===== src/rtl/npc_btb.sv =====
// Next-PC generator for the fetch head: PC register plus a direct-mapped
// BTB with 2-bit direction counters, trained by the backend.
module npc_btb #(
    parameter logic [31:0] RESET_PC    = 32'h1c00_0000,
    parameter int          BTB_ENTRIES = 64,
    parameter int          TAG_W       = 10
) (
    input  logic        clk,
    input  logic        rst_n,
    input  logic        stall_i,
    input  logic        flush_i,
    input  logic [31:0] flush_target_i,
    input  logic        upd_valid_i,
    input  logic [31:0] upd_pc_i,
    input  logic        upd_taken_i,
    input  logic [31:0] upd_target_i,
    output logic [31:0] pc_o,
    output logic        pred_taken_o,
    output logic [29:0] pred_npc_o,
    output logic        pred_fsc_o,
    output logic        stall_o
);

    localparam int IDX_W = $clog2(BTB_ENTRIES);
    localparam int TAG_LO = IDX_W + 3;
    localparam int TAG_HI = TAG_W + IDX_W + 2;

    logic [31:0]      pc_q;
    logic [31:0]      pc_d;

    logic             valid_q [BTB_ENTRIES];
    logic             valid_d [BTB_ENTRIES];
    logic [TAG_W-1:0] tag_q   [BTB_ENTRIES];
    logic [TAG_W-1:0] tag_d   [BTB_ENTRIES];
    logic             slot_q  [BTB_ENTRIES];
    logic             slot_d  [BTB_ENTRIES];
    logic [29:0]      tgt_q   [BTB_ENTRIES];
    logic [29:0]      tgt_d   [BTB_ENTRIES];
    logic [1:0]       ctr_q   [BTB_ENTRIES];
    logic [1:0]       ctr_d   [BTB_ENTRIES];

    logic [IDX_W-1:0] lk_idx;
    logic [TAG_W-1:0] lk_tag;
    logic             lk_hit;
    logic [28:0]      seq_hi;

    logic [IDX_W-1:0] up_idx;
    logic [TAG_W-1:0] up_tag;
    logic             up_slot;
    logic             up_match;

    logic             unused_bits;

    assign lk_idx  = pc_q[IDX_W+2:3];
    assign lk_tag  = pc_q[TAG_HI:TAG_LO];
    assign seq_hi  = pc_q[31:3] + 29'd1;

    assign up_idx  = upd_pc_i[IDX_W+2:3];
    assign up_tag  = upd_pc_i[TAG_HI:TAG_LO];
    assign up_slot = upd_pc_i[2];

    assign pc_o    = pc_q;
    assign stall_o = 1'b0;

    assign unused_bits = ^{upd_pc_i[31:TAG_HI+1], upd_pc_i[1:0],
                           upd_target_i[1:0]};

    // Lookup: a slot-0 branch is invisible when fetch enters at slot 1
    always_comb begin
        lk_hit = valid_q[lk_idx]
               && (tag_q[lk_idx] == lk_tag)
               && (slot_q[lk_idx] >= pc_q[2]);
    end

    // Prediction: taken hit redirects, otherwise next sequential packet
    always_comb begin
        pred_taken_o = lk_hit & ctr_q[lk_idx][1];
        pred_npc_o   = {seq_hi, 1'b0};
        pred_fsc_o   = 1'b1;
        if (pred_taken_o) begin
            pred_npc_o = tgt_q[lk_idx];
            pred_fsc_o = slot_q[lk_idx];
        end
    end

    // Next fetch PC: flush beats stall beats advance
    always_comb begin
        pc_d = {pred_npc_o, 2'b00};
        if (flush_i) begin
            pc_d = flush_target_i;
        end else if (stall_i) begin
            pc_d = pc_q;
        end
    end

    // Training: bump/decay a matching entry, allocate on a taken miss
    always_comb begin
        valid_d  = valid_q;
        tag_d    = tag_q;
        slot_d   = slot_q;
        tgt_d    = tgt_q;
        ctr_d    = ctr_q;
        up_match = valid_q[up_idx]
                 && (tag_q[up_idx] == up_tag)
                 && (slot_q[up_idx] == up_slot);
        if (upd_valid_i) begin
            if (up_match) begin
                if (upd_taken_i) begin
                    if (ctr_q[up_idx] != 2'b11) begin
                        ctr_d[up_idx] = ctr_q[up_idx] + 2'b01;
                    end
                    tgt_d[up_idx] = upd_target_i[31:2];
                end else if (ctr_q[up_idx] != 2'b00) begin
                    ctr_d[up_idx] = ctr_q[up_idx] - 2'b01;
                end
            end else if (upd_taken_i) begin
                valid_d[up_idx] = 1'b1;
                tag_d[up_idx]   = up_tag;
                slot_d[up_idx]  = up_slot;
                tgt_d[up_idx]   = upd_target_i[31:2];
                ctr_d[up_idx]   = 2'b10;
            end
        end
    end

    // PC register
    always_ff @(posedge clk or negedge rst_n) begin
        if (!rst_n) begin
            pc_q <= RESET_PC;
        end else begin
            pc_q <= pc_d;
        end
    end

    // BTB storage; reset wipes every entry so nothing half-written survives
    always_ff @(posedge clk or negedge rst_n) begin
        if (!rst_n) begin
            for (int i = 0; i < BTB_ENTRIES; i++) begin
                valid_q[i] <= 1'b0;
                tag_q[i]   <= '0;
                slot_q[i]  <= 1'b0;
                tgt_q[i]   <= '0;
                ctr_q[i]   <= 2'b00;
            end
        end else begin
            valid_q <= valid_d;
            tag_q   <= tag_d;
            slot_q  <= slot_d;
            tgt_q   <= tgt_d;
            ctr_q   <= ctr_d;
        end
    end

endmodule


===== config.mk =====
export PLATFORM = sky130hd
export DESIGN_NAME = npc_btb
export DESIGN_NICKNAME = d
export VERILOG_FILES = /design/src/rtl/npc_btb.sv
export SDC_FILE = /design/constraint.sdc
export NUM_CORES = 2
export LEC_CHECK = 0
export CAP_MARGIN = 25
export CORE_MARGIN = 5
export CORE_UTILIZATION = 40
export CTS_BUF_LIST = sky130_fd_sc_hd__clkbuf_2
export DETAILED_ROUTE_END_ITERATION = 6
export MAX_ROUTING_LAYER = met4
export PLACE_DENSITY = 0.56
export SYNTH_ARGS = -nofsm -noshare
export SYNTH_HDL_FRONTEND = slang
export SYNTH_SLANG_ARGS = --single-unit

===== constraint.sdc =====
create_clock -name clk -period 12.3 [get_ports clk]
set_clock_uncertainty 0.2 [all_clocks]
set_input_delay 1.845 -clock clk [delete_from_list [all_inputs] [get_ports clk]]
set_output_delay 1.845 -clock clk [all_outputs]
set_load 0.1 [all_outputs]

==> impl_metrics.tcl <==
set metrics [dict create \
    grtUsageMet1_pct 36.5 \
    avgRoutedWirePerCell_um 33.9 \
    port_buffers 148 \
    cts_resized 0 \
    layout_common_cells "dfrtp_1 (2839), mux2_2 (2313), clkbuf_2 (1114)" \
    grt_max_degree 189 \
    cts_max_path_buffers 4 \
    layout.cells.non_filler 14700 \
    yosys_warnings 0 \
    gp_congestion 0.987 \
    async_flop_share_pct 100 \
    critPathMaxFanout 29 \
    antenna_found_initial 45 \
    globalRouteMet3Util_pct 6.39 \
    synth_cells 9294 \
    clk_pin_slew_ns 0.09 \
    cts-root-buf "clkbuf_2" \
    htreeDepth 6 \
    worstHoldPathType "primary input to register" \
    hpwlAfterDp_um 288000 \
    cellLeakagePower_nw 71.3 \
    overflow 0 \
    die_x_um 598 \
    yosysSeqAreaShare_pct 51.5 \
    cp-end-kind "output pin" \
    synth_top_flop_cell "dfrtp_1" \
    tightestPinTransition_ns 1.28 \
    peakVddDrop_v 0.0000818 \
    place_inst 13300 \
    drt_iter0_drc 8675 \
    start_util_pct 40.1 \
    numCtsBuffers 760 \
    totalWireLength_um 498000 \
    maxSlewHeadroom_pct 14.6 \
    period_needed_ns 10.98 \
    ctsHoldBuffers 39 \
    synthesis.nets 9399 \
    ant_nets 0 \
    clock_sinks 2848 \
    vias_per_cell 6.16 \
    worstSetupPathType "register to output pin" \
    ys_types 91 \
    grt_pass1_vias 94900 \
    syn_area_um2 138000 \
    fin_util_pct 44.0 \
    critPathLaunchType "register" \
    grtUsageTotal_pct 28.4 \
    reg2regPathDepth 13 \
    dr.pass1.iters 6 \
    status "finished clean" \
    layout_commonest_cell "dfrtp_1" \
    grtUsageMet2_pct 42.3 \
    synth_edf_count 0 \
    layout-drive-gt1-share_pct 48.3 \
    ys_ff_latch 2848 \
    hold_viol_final 0 \
    maxCapViolations 0 \
    fin_setup_tns_ns 0 \
    placementRows 216 \
    cts_tree "done" \
    die_h_um 598 \
    hold-path-cell-count 3 \
    grt_most_used_layer "met2" \
    num_vias 90400 \
    setup-violations-final 0 \
    cp.required_ns 10.26 \
    grt_first_pass_wirelength_um 712000 \
    rsz0062_at_grt "no" \
    ios 167 \
    clk_latency_ns 2.31 \
    syn_area_per_cell_um2 14.9 \
    core-area_um2 345000 \
    maxSlewViolCount 0 \
    dieArea_um2 358000 \
    area_delta_synth_final_pct 9.83 \
    max_freq_mhz 91.1 \
    drc_errors 0 \
    cts_post_setup_buffers_inserted 0 \
    fin_crit_sh_pct 89.3 \
    nNetsFinal 9660 \
    critPathArrivalTime_ns 8.93 \
    fillers 31300 \
    powerDensity_nw_per_um2 137 \
]
-- path summary, 6_finish.rpt --
check | start | endpoint | slack [ns]
max reg2reg | pc_o[6] | pc_o[4] | 5.87
min in group asynchronous | rst_n | tag_q[131] | 0.49
max in group asynchronous | rst_n | tgt_q[742] | 8.32
max | pc_o[6] | pred_npc_o[8] | 1.32
min reg2reg | ctr_q[118] | ctr_q[118] | 0.29
min | flush_i | pc_o[0] | 0.17
-- critical path: stages (launching register included) --
cell	delay, ns
dfrtp_4	0.54
buf_4	0.47
inv_8	0.32
nor2_1	1.05
a22oi_1	0.22
a21oi_1	0.50
o21ai_0	0.38
o41ai_1	0.33
o2111ai_1	0.39
nor3_4	0.28
buf_4	0.34
mux2i_1	0.51
clkdlybuf4s50_1	1.26
-- report_power, final --
group	switching, mW	total, mW	internal, mW
Combinational	1.93	3.47	1.54
Clock	4.12	6.79	2.67
Sequential	0.487	10.6	10.1
Total	6.54	20.9	14.3
-- logic make-up after synthesis --
family | count (synthesis) | share of synthesized area [%]
flops | 2848 | 51.5
buf+inv | 1031 | 3.27
xor+xnor | 40 | 0.253
mux | 3838 | 38.1
compound gates | 693 | 3.67
simple gates | 840 | 3.21
fa+ha+maj | 3 | 0.0271
other cells | 1 | 0.00271
-- synthesized netlist by cell type, drive strengths merged, types with 41 or more instances --
cell type / count / share of area, %
dfrtp: 2845 / 51
mux2: 2814 / 23
mux4: 860 / 14
clkbuf: 597 / 1.6
buf: 392 / 1.5
nand2: 237 / 0.65
mux2i: 164 / 1.2
a21oi: 118 / 0.43
nor2: 115 / 0.31
nand3: 113 / 0.41
a22oi: 95 / 0.52
a221oi: 70 / 0.44
o21ai: 65 / 0.24
nand2b: 60 / 0.27
and3: 56 / 0.25
o22ai: 49 / 0.22
or2: 41 / 0.19
-- stage by stage --
step | hold WS, ns | setup slack [ns] | total power [mW] | cell area (um2)
2_1_floorplan | 0.246 | 3.87 | 12.9 | 138000
3_3_place_gp | 0.262 | 3.44 | 14.1 | 144000
3_5_place_dp | 0.272 | 3.41 | 14.2 | 144000
4_1_cts | 0.00465 | 1.11 | 21.0 | 151000
5_1_grt | 0.114 | 1.27 | 21.8 | 152000
6_report | 0.166 | 1.32 | 20.9 | 152000
-- per-layer routing --
metal  routed length, um  share of wire (%)  vias to the layer above
met5                   0                  0                        -
met1              201000                 40                    49200
li1                    -                  -                    35900
met2              228000                 46                     4178
met4               29500                5.9                        0
met3               39400                7.9                     1152
-- layout make-up --
type,instances,area (um2),share of cell area (%)
antenna,29,72.6,0.0477
clock buffer,1114,5580,3.67
clock inverter,167,1130,0.742
inverter,42,174,0.114
multi-input combinational,5415,63200,41.6
sequential,2848,71300,46.9
tap,4578,5730,3.77
timing repair buffer,488,4830,3.18
-- state kept, by name (all words and copies together) (netlist names) --
register / cells
slot_q: 64
pc_o: 32
tag_q: 640
tgt_q: 1920
ctr_q: 128
valid_q: 64
Note: power is estimated with default switching activity, not from simulation.
